### src/rtl/velocity_cell_stream_ctrl_pkg.sv
// Shared constants for the velocity cell stream controller: FSM encoding,
// velocity word field layout and the RAM address holding the particle count.
package velocity_cell_stream_ctrl_pkg;

    localparam logic [2:0] ST_IDLE     = 3'd0;
    localparam logic [2:0] ST_RD_CNT   = 3'd1;
    localparam logic [2:0] ST_WAIT_CNT = 3'd2;
    localparam logic [2:0] ST_STREAM   = 3'd3;
    localparam logic [2:0] ST_DRAIN    = 3'd4;
    localparam logic [2:0] ST_DONE     = 3'd5;

    // velocity word layout {vz,vy,vx}, FP32 each
    localparam int VX_LSB = 0;
    localparam int VX_MSB = 31;
    localparam int VY_LSB = 32;
    localparam int VY_MSB = 63;
    localparam int VZ_LSB = 64;
    localparam int VZ_MSB = 95;

    localparam int COUNT_ADDR = 0;

    function automatic logic [95:0] pack_vel(input logic [31:0] vx,
                                             input logic [31:0] vy,
                                             input logic [31:0] vz);
        logic [95:0] v;
        v = '0;
        v[VX_MSB:VX_LSB] = vx;
        v[VY_MSB:VY_LSB] = vy;
        v[VZ_MSB:VZ_LSB] = vz;
        return v;
    endfunction

endpackage

### src/rtl/velocity_cell_stream_ctrl_if.sv
// Bus bundle between the controller and its environment: single-port RAM,
// outbound velocity stream and inbound write-back channel.
interface velocity_cell_stream_ctrl_if #(
    parameter int DATA_WIDTH = 96,
    parameter int ADDR_WIDTH = 8
);
    logic [ADDR_WIDTH-1:0] mem_address;
    logic [DATA_WIDTH-1:0] mem_data;
    logic                  mem_rden;
    logic                  mem_wren;
    logic [DATA_WIDTH-1:0] mem_q;

    logic                  out_valid;
    logic                  out_ready;
    logic [ADDR_WIDTH-1:0] out_index;
    logic [DATA_WIDTH-1:0] out_vel;

    logic                  wb_valid;
    logic                  wb_ready;
    logic [ADDR_WIDTH-1:0] wb_index;
    logic [DATA_WIDTH-1:0] wb_vel;

    // controller side
    modport master (
        output mem_address, mem_data, mem_rden, mem_wren,
        input  mem_q,
        output out_valid, out_index, out_vel,
        input  out_ready,
        input  wb_valid, wb_index, wb_vel,
        output wb_ready
    );

    // RAM + motion-update side
    modport slave (
        input  mem_address, mem_data, mem_rden, mem_wren,
        output mem_q,
        input  out_valid, out_index, out_vel,
        output out_ready,
        output wb_valid, wb_index, wb_vel,
        input  wb_ready
    );

endinterface

### src/rtl/velocity_cell_stream_ctrl_fifo2.sv
// Two-entry FIFO with occupancy output. Push and pop may happen in the
// same cycle; head is the oldest entry and is only meaningful when count!=0.
module vel_stream_fifo2 #(
    parameter int W = 104
) (
    input  logic         clk,
    input  logic         rst,
    input  logic         push,
    input  logic [W-1:0] push_data,
    input  logic         pop,
    output logic [W-1:0] head,
    output logic [1:0]   count
);
    logic [1:0][W-1:0] mem;
    logic              wp;
    logic              rp;
    logic [1:0]        cnt;
    logic              do_push;
    logic              do_pop;

    assign do_pop  = pop && (cnt != 2'd0);
    assign do_push = push && ((cnt != 2'd2) || do_pop);
    assign head    = mem[rp];
    assign count   = cnt;

    // storage, pointers and occupancy
    always_ff @(posedge clk) begin
        if (!rst) begin
            mem <= '0;
            wp  <= 1'b0;
            rp  <= 1'b0;
            cnt <= 2'd0;
        end else begin
            if (do_push) begin
                mem[wp] <= push_data;
                wp      <= ~wp;
            end
            if (do_pop)
                rp <= ~rp;
            cnt <= cnt + {1'b0, do_push} - {1'b0, do_pop};
        end
    end

endmodule

### src/rtl/velocity_cell_stream_ctrl.sv
// Velocity cell stream controller: reads the particle count from RAM word 0,
// streams words 1..N through a 2-entry buffer with backpressure, and writes
// motion-update results back through the same single RAM port. Write-backs
// always win the port over streaming reads.
module velocity_cell_stream_ctrl
    import velocity_cell_stream_ctrl_pkg::*;
#(
    parameter int DATA_WIDTH   = 96,
    parameter int PARTICLE_NUM = 220,
    parameter int ADDR_WIDTH   = 8
) (
    input  logic                  clk,
    input  logic                  rst,
    input  logic                  start,
    output logic                  busy,
    output logic                  done,
    output logic                  err,
    output logic [ADDR_WIDTH-1:0] particle_count,
    velocity_cell_stream_ctrl_if.master bus
);
    localparam logic [ADDR_WIDTH-1:0] MAX_N = ADDR_WIDTH'(PARTICLE_NUM - 1);
    // one stage: RAM returns data the cycle after rden
    localparam int STAGES = 0;

    typedef struct packed {
        logic [ADDR_WIDTH-1:0] index;
        logic [DATA_WIDTH-1:0] vel;
    } ent_t;

    logic [2:0]            state;
    logic [ADDR_WIDTH-1:0] cnt_n;
    logic [ADDR_WIDTH-1:0] rd_ptr;
    logic [ADDR_WIDTH-1:0] rd_idx;
    logic [ADDR_WIDTH:0]   wb_cnt;
    logic [STAGES:0]       vld_pipe;
    logic [1:0]            fifo_cnt;
    logic [2:0]            occ;
    logic [ADDR_WIDTH-1:0] q_cnt;
    logic                  wb_fire;
    logic                  wb_ok;
    logic                  wr_en;
    logic                  rd_issue;
    logic                  pop;
    ent_t                  push_ent;
    ent_t                  head_ent;

    assign busy           = (state != ST_IDLE) && (state != ST_DONE);
    assign done           = (state == ST_DONE);
    assign particle_count = cnt_n;
    assign q_cnt          = bus.mem_q[ADDR_WIDTH-1:0];

    assign bus.wb_ready = busy && (state != ST_RD_CNT) && (state != ST_WAIT_CNT);
    assign wb_fire      = bus.wb_valid && bus.wb_ready;
    assign wb_ok        = (bus.wb_index != '0) && (bus.wb_index <= cnt_n);
    assign wr_en        = wb_fire && wb_ok;

    // buffered + in-flight must stay below 2 so every return has a slot
    assign occ      = {1'b0, fifo_cnt} + {2'b0, vld_pipe[STAGES]};
    assign rd_issue = (state == ST_STREAM) && !wb_fire && (occ < 3'd2);

    assign bus.out_valid = (fifo_cnt != 2'd0);
    assign bus.out_index = bus.out_valid ? head_ent.index : '0;
    assign bus.out_vel   = bus.out_valid ? head_ent.vel   : '0;
    assign pop           = bus.out_valid && bus.out_ready;

    assign push_ent.index = rd_idx;
    assign push_ent.vel   = bus.mem_q;

    // single RAM port mux: write-back, count read, stream read, else idle
    always_comb begin
        bus.mem_rden    = 1'b0;
        bus.mem_wren    = 1'b0;
        bus.mem_address = '0;
        bus.mem_data    = '0;
        if (wr_en) begin
            bus.mem_wren    = 1'b1;
            bus.mem_address = bus.wb_index;
            bus.mem_data    = bus.wb_vel;
        end else if (state == ST_RD_CNT) begin
            bus.mem_rden    = 1'b1;
            bus.mem_address = ADDR_WIDTH'(COUNT_ADDR);
        end else if (rd_issue) begin
            bus.mem_rden    = 1'b1;
            bus.mem_address = rd_ptr;
        end
    end

    // sequencer FSM, counters, read-return tracking and sticky error
    always_ff @(posedge clk) begin
        if (!rst) begin
            state    <= ST_IDLE;
            err      <= 1'b0;
            cnt_n    <= '0;
            rd_ptr   <= '0;
            rd_idx   <= '0;
            wb_cnt   <= '0;
            vld_pipe <= '0;
        end else begin
            vld_pipe[0] <= rd_issue;
            if (rd_issue)
                rd_idx <= rd_ptr;
            if (wb_fire) begin
                if (wb_ok)
                    wb_cnt <= wb_cnt + 1'b1;
                else
                    err <= 1'b1;
            end
            case (state)
                ST_IDLE: begin
                    if (start) begin
                        state  <= ST_RD_CNT;
                        err    <= 1'b0;
                        wb_cnt <= '0;
                    end
                end
                ST_RD_CNT: state <= ST_WAIT_CNT;
                ST_WAIT_CNT: begin
                    rd_ptr <= ADDR_WIDTH'(1);
                    if (q_cnt > MAX_N) begin
                        cnt_n <= MAX_N;
                        err   <= 1'b1;
                        state <= ST_STREAM;
                    end else begin
                        cnt_n <= q_cnt;
                        state <= (q_cnt == '0) ? ST_DONE : ST_STREAM;
                    end
                end
                ST_STREAM: begin
                    if (rd_issue) begin
                        rd_ptr <= rd_ptr + 1'b1;
                        if (rd_ptr == cnt_n)
                            state <= ST_DRAIN;
                    end
                end
                ST_DRAIN: begin
                    if ((fifo_cnt == 2'd0) && !vld_pipe[STAGES] &&
                        (wb_cnt == {1'b0, cnt_n}))
                        state <= ST_DONE;
                end
                ST_DONE: state <= ST_IDLE;
                default: state <= ST_IDLE;
            endcase
        end
    end

    vel_stream_fifo2 #(.W($bits(ent_t))) u_fifo (
        .clk       (clk),
        .rst       (rst),
        .push      (vld_pipe[STAGES]),
        .push_data (push_ent),
        .pop       (pop),
        .head      (head_ent),
        .count     (fifo_cnt)
    );

endmodule

### src/flat_wrapper.sv
// flat-port wrapper written by rule: the top's interface ports become plain ports
module velocity_cell_stream_ctrl_flat import velocity_cell_stream_ctrl_pkg::*;
#(
    parameter int DATA_WIDTH   = 96,
    parameter int PARTICLE_NUM = 220,
    parameter int ADDR_WIDTH   = 8
)
  (clk, rst, start, busy, done, err, particle_count, bus_mem_address, bus_mem_data, bus_mem_rden, bus_mem_wren, bus_mem_q, bus_out_valid, bus_out_index, bus_out_vel, bus_out_ready, bus_wb_valid, bus_wb_index, bus_wb_vel, bus_wb_ready);
  velocity_cell_stream_ctrl_if #(.DATA_WIDTH(DATA_WIDTH), .ADDR_WIDTH(ADDR_WIDTH)) bus_i ();
  input  logic clk;
  input  logic rst;
  input  logic start;
  output logic busy;
  output logic done;
  output logic err;
  output logic [ADDR_WIDTH-1:0] particle_count;
  output wire logic [$bits(bus_i.mem_address)-1:0] bus_mem_address;
  output wire logic [$bits(bus_i.mem_data)-1:0] bus_mem_data;
  output wire logic [$bits(bus_i.mem_rden)-1:0] bus_mem_rden;
  output wire logic [$bits(bus_i.mem_wren)-1:0] bus_mem_wren;
  input wire logic [$bits(bus_i.mem_q)-1:0] bus_mem_q;
  output wire logic [$bits(bus_i.out_valid)-1:0] bus_out_valid;
  output wire logic [$bits(bus_i.out_index)-1:0] bus_out_index;
  output wire logic [$bits(bus_i.out_vel)-1:0] bus_out_vel;
  input wire logic [$bits(bus_i.out_ready)-1:0] bus_out_ready;
  input wire logic [$bits(bus_i.wb_valid)-1:0] bus_wb_valid;
  input wire logic [$bits(bus_i.wb_index)-1:0] bus_wb_index;
  input wire logic [$bits(bus_i.wb_vel)-1:0] bus_wb_vel;
  output wire logic [$bits(bus_i.wb_ready)-1:0] bus_wb_ready;
  assign bus_mem_address = bus_i.mem_address;
  assign bus_mem_data = bus_i.mem_data;
  assign bus_mem_rden = bus_i.mem_rden;
  assign bus_mem_wren = bus_i.mem_wren;
  assign bus_i.mem_q = bus_mem_q;
  assign bus_out_valid = bus_i.out_valid;
  assign bus_out_index = bus_i.out_index;
  assign bus_out_vel = bus_i.out_vel;
  assign bus_i.out_ready = bus_out_ready;
  assign bus_i.wb_valid = bus_wb_valid;
  assign bus_i.wb_index = bus_wb_index;
  assign bus_i.wb_vel = bus_wb_vel;
  assign bus_wb_ready = bus_i.wb_ready;
  velocity_cell_stream_ctrl #(.DATA_WIDTH(DATA_WIDTH), .PARTICLE_NUM(PARTICLE_NUM), .ADDR_WIDTH(ADDR_WIDTH)) u_core (.clk(clk), .rst(rst), .start(start), .busy(busy), .done(done), .err(err), .particle_count(particle_count), .bus(bus_i));
endmodule
### config.mk
export PLATFORM = sky130hd
export DESIGN_NAME = velocity_cell_stream_ctrl_flat
export DESIGN_NICKNAME = d
export VERILOG_FILES = /design/src/rtl/velocity_cell_stream_ctrl_pkg.sv /design/src/rtl/velocity_cell_stream_ctrl_if.sv /design/src/rtl/velocity_cell_stream_ctrl_fifo2.sv /design/src/rtl/velocity_cell_stream_ctrl.sv /design/src/flat_wrapper.sv
export SDC_FILE = /design/constraint.sdc
export NUM_CORES = 1
export LEC_CHECK = 0
export CORE_MARGIN = 2
export CORE_UTILIZATION = 46
export CTS_CLUSTER_DIAMETER = 120
export DETAILED_ROUTE_END_ITERATION = 10
export GPL_ROUTABILITY_DRIVEN = 0
export PLACE_DENSITY = 0.82
export SLEW_MARGIN = 15
export SYNTH_ARGS = -nofsm -noshare
export SYNTH_HDL_FRONTEND = slang
export SYNTH_SLANG_ARGS = --single-unit
### constraint.sdc
create_clock -name clk -period 3.6 [get_ports clk]
set_input_delay 1.08 -clock clk [delete_from_list [all_inputs] [get_ports clk]]
set_output_delay 1.08 -clock clk [all_outputs]
set_load 0.02 [all_outputs]
==> After elaboration in Yosys (flattened, before gate mapping) <==
Cells that the tools add are included.
{ "totals": {"output_inout_bits": 223, "regBits": 250} }
{ "classes": {"eq_ne": 15, "add_sub_neg": 5, "n_lt_le_gt_ge": 6, "reduce_logical": 26, "mux": 34, "n_bitwise": 2} }
{ "op_table": {"columns": ["op", "n"], "rows": [
  ["$mux 104", 3],
  ["$bwmux 208", 1],
  ["$mux 96", 2],
  ["$demux 104 s1", 1],
  ["$mux 8", 6],
  ["$mux 9", 4],
  ["$mux 3", 6],
  ["$pmux 8 s2", 1],
  ["$pmux 3 s5", 1],
  ["$logic_and 1x1->1", 14],
  ["$add 9x1->9 const B", 1],
  ["$eq 9x8->1", 1],
  ["$add 8x1->8 const B", 1],
  ["$eq 8x8->1", 1],
  ["$gt 8x8->1 const B", 1],
  ["$le 8x8->1", 1],
  ["$logic_not 8->1", 1],
  ["$mux 1", 8],
  ["$reduce_bool 8->1", 1],
  ["$eq 3x2->1 const B", 2],
  ["$eq 3x3->1 const B", 2],
  ["$ne 2x2->1 const B", 3],
  ["$lt 1x2->1 const B", 2],
  ["$ne 2x1->1 const B", 2],
  ["other kinds (19)", 22]
]} }

==> Logic depth before layout (Yosys ltp) <==
{ "depth": {"depth_word": 11, "depth_mapped": 11} }

==> Hierarchy <==
From an unflattened synthesis, not the netlist that was laid out.
{ "unflattened": {"cells_unflattened": 1409, "hier_area_um2": 12718.4} }
{ "modules_own_cells": {"columns": ["module", "area_each_um2", "n_inst", "cells_each"], "rows": [
  ["vel_stream_fifo2", 9175.0, 1, 923],
  ["velocity_cell_stream_ctrl", 3543.4, 1, 486]
]} }

==> Least setup slack after synthesis <==
Ideal clock, no wire load.
{ "synth_path": {"path_type": "input port to output port", "from": "input bus_wb_index[1]", "to": "output bus_mem_address[1]", "cell_stages": 10, "path_slack_ns": -0.070, "n_path_buf": 2, "t_arrival_ns": 2.590, "cell_sequence": "ha_1 nor2b_1 o211ai_2 o2111a_1 o21ai_2 inv_2 buf_2 buf_2 nand2_1 nand2_1"} }
{ "synth_via": {"elab_chain_len": 4} }
{ "synth_lines": {"columns": ["item", "line", "text"], "rows": [
  ["start, declared", "flat_wrapper.sv:27", "input wire logic [$bits(bus_i.wb_index)-1:0] bus_wb_index;"],
  ["$le 8x8->1 / $reduce_bool 8->1 (equally long branches)", "velocity_cell_stream_ctrl.sv:54", "assign wb_ok = (bus.wb_index != '0) && (bus.wb_index <= cnt_n);"],
  ["$logic_and 1x1->1", "velocity_cell_stream_ctrl.sv:54", null],
  ["$logic_and 1x1->1", "velocity_cell_stream_ctrl.sv:55", "assign wr_en = wb_fire && wb_ok;"],
  ["$mux 8 *", "velocity_cell_stream_ctrl.sv:75", "if (wr_en) begin"],
  ["end, declared", "flat_wrapper.sv:17", "output wire logic [$bits(bus_i.mem_address)-1:0] bus_mem_address;"]
]} }
Mark *: on every way between the ends. The rest lies on a longest branch, timed or not.

==> Worst setup path in the final report <==
{ "layout_path": {"from": "input bus_wb_index[5]", "to": "output bus_mem_data[56]"} }
{ "layout_via": {"elab_chain_len": 4} }
{ "layout_lines": {"columns": ["item", "line", "text"], "rows": [
  ["$le 8x8->1 / $reduce_bool 8->1 (equally long branches)", "velocity_cell_stream_ctrl.sv:54", null],
  ["$logic_and 1x1->1 *", "velocity_cell_stream_ctrl.sv:54", null],
  ["$logic_and 1x1->1 *", "velocity_cell_stream_ctrl.sv:55", null],
  ["$mux 96 *", "velocity_cell_stream_ctrl.sv:75", null],
  ["end, declared", "flat_wrapper.sv:18", "output wire logic [$bits(bus_i.mem_data)-1:0] bus_mem_data;"]
]} }
Marks and branches as above.

==> metrics.txt <==
TritonCTS Buffers=27; initial antenna violation count=3; Worst-Margin Slew=0.626 ns; starting density of the core=0.467; DR vias=12500; die area=27700 sq um; core area=26000 sq um; max_cap viols=0; CP endpoint kind=output pin; Final setup viols=104; setup ws final=-0.271 ns; Finished Core Util=0.719; smallest hold slack=0.450 ns; total global-route track usage=0.309; FP Rows=59; sequential cell area fraction in the yosys report=0.412; port bufs=427; via-per-instance ratio=5.37; Syn-to-layout area delta=53.9%; Final #Nets=2183; Max-slew headroom=0.582; CP top delay family=buffers and inverters; DP Worst Slack=-1.06 ns; pwr/cell area=397 nW/um^2; Max stage delay on crit path=0.26 ns; drt drc=0; maximum clock path buffer count=3; Max H-tree Level=1; outcome=finished, violations left; gr ovfl total=0; Crit Path Class=in2out; CP startpoint kind=input pin; failing checks=negative setup slack; DRT Wirelength=46100 microns; Peak Freq=258 MHz; post-synth cell types=48; Yosys reg bits=250; Max VDD drop=0.000436 V; P_leak=6.81 nW; share of cells above drive strength 1=0.185; CP max stage cell=a211oi_4; HP Class=reg2reg; worst clock skew=0.0132 ns; Post-Syn Area=12100 sq um; first-pass GRT wire length=67900 microns; Warnings, synthesis=0; Pins Over Slew Limit=0; antenna viol nets, final=0; Clock Pin Slew Worst Setup and Hold Paths=0.06 ns; Tmin final=3.87 ns; clock latency reported for the late side of the worst-skew pair=0.52 ns; Final period util=1.08; wire length per cell=19.9 microns; syn_nets=1754; clock sink count=250; Fin. Hold Viols=0; Crit path buffers/inverters=6; Die X=166 microns; unrepaired setup endpoints after global routing=yes; CTS root buf=clkbuf_16; CP Cell Sequence=buf_8 > ha_4 > a211oi_4 > o2111a_1 > o21ai_2 > inv_2 > buf_6 > buf_6 > buf_6 > and2_4 > buf_6; Req. time, crit path=2.52 ns; Initial DRT Pass Iterations=5; Total Power=7.42 mW; cell mode on critical path=buf_6; Die Span Y=166 microns; hpwl dp=30900 microns; critical path arrival=2.79 ns; vias in the first global route=12200; Gate Count Post-Synth=1537; I/O pin count=428; syn_area_per_cell=7.90 sq um; DRT iter0 DRCs=1107; largest net degree at the start of global routing=155; CTS tree=built; CP max FO=4
==> cells in the final DEF (no fill, tap or decap), types with 15 or more instances in the layout <==
master / n
dfxtp_1: 249
buf_12: 15
nand2_1: 456
a21boi_1: 221
mux2i_1: 105
clkdlybuf4s50_1: 312
buf_4: 57
buf_6: 108
and2_4: 82
xor2_1: 23
and2_1: 21
clkbuf_16: 30
nor2_1: 122
==> layer usage <==
layer  wire, microns  vias to the layer above  global-route usage
met5               0                        -                   0
met4            3530                        0               0.211
met3            3810                      134              0.0694
met2           21400                      575               0.508
met1           17400                     5872               0.360
li1                -                     5871                   -
==> logic make-up after synthesis <==
logic type / count (synthesis) / share of synthesized area
buffers and inverters: 126 / 0.0447
DFF: 250 / 0.412
AOI/OAI and AO/OA: 263 / 0.159
and+or+nand+nor: 754 / 0.265
xor gates and xnor gates: 26 / 0.0188
adders and majority gates: 12 / 0.0124
muxes: 106 / 0.0878
==> report_power, final <==
part	total, mW	internal [mW]	switching [mW]
Combinational	1.90	0.850	1.05
Sequential	2.92	2.83	0.0952
Clock	2.60	1.51	1.09
Total	7.42	5.19	2.23
==> synthesized netlist by cell type, drive strengths merged <==
cell type	instances	area share
a21oi	12	0.0053
o31ai	2	0.0016
clkbuf	65	0.020
nand3	15	0.0062
a31o	1	0.00072
nor4	8	0.0041
o31a	1	0.00072
o211a	1	0.00082
buf	47	0.020
and3b	2	0.0014
nor2	125	0.039
nor3b	1	0.00062
o211ai	3	0.0023
inv	14	0.0043
a211oi	1	0.0010
or3	5	0.0026
a22oi	1	0.00062
nand4	8	0.0041
o2111a	1	0.00093
and2	103	0.053
nor2b	3	0.0022
nor3	6	0.0025
o22ai	1	0.00052
xnor2	3	0.0022
nand3b	1	0.00062
a31oi	2	0.0010
or4	1	0.00062
dfxtp	250	0.41
ha	12	0.012
a21boi	221	0.14
o21ai	16	0.0069
nand2b	2	0.0010
xor2	23	0.017
and3	4	0.0021
mux2i	105	0.087
mux2	1	0.0012
nand2	470	0.15
==> stage by stage <==
| step | setup TNS (ns) | cells | cell area, sq um |
|---|---|---|---|
| after floorplan | 0 | 1537 | 12200 |
| after CTS | -14.26 | 2312 | 18300 |
| final | -20.93 | 2319 | 18700 |
| after global placement | -96.46 | 2249 | 17000 |
| after detailed placement | -104.01 | 2249 | 17000 |
| after global routing | -28.49 | 2319 | 18700 |
==> state kept, by name, indices dropped and copies added, names as in the netlist, 2 cells and up <==
name                   count
u_core.wb_cnt              9
u_core.state               3
u_core.u_fifo.count        2
u_core.rd_ptr              8
u_core.rd_idx              8
u_core.particle_count      8
u_core.u_fifo.mem        208
==> path summary, 6_finish.rpt <==
check,start,to,slack [ns],cells after the start
setup / recovery,bus_wb_index[5],bus_mem_data[56],-0.27,11
hold / removal,u_core.u_fifo.mem[148],u_core.u_fifo.mem[148],0.45,2
setup reg to reg,u_core.particle_count[6],u_core.wb_cnt[4],1.17,14
hold reg to reg,u_core.u_fifo.mem[148],u_core.u_fifo.mem[148],0.45,2
==> cell type report <==
type | instances | area, sq um
Antenna cell | 2 | 5.00
Clock buffer | 39 | 791
Clock inverter | 6 | 37.5
Fill cell | 1920 | 7300
Inverter | 14 | 52.6
Multi-Input combinational cell | 1161 | 7040
Sequential cell | 250 | 5010
Tap cell | 335 | 419
Timing Repair Buffer | 512 | 5330
==> worst min-delay path, stage by stage (launching register included) <==
cell and delay, ns:
dfxtp_1 0.31, nand2_1 0.05, a21boi_1 0.05
==> timing repair <==
item	in CTS	in global routing
pin swaps	19	39
buffers inserted	16	4
endpoints found under the setup margin	105	105
cloned	3	3
resized for setup	639	117
hold buffers	0	0
Note: power is estimated with default switching activity, not from simulation.
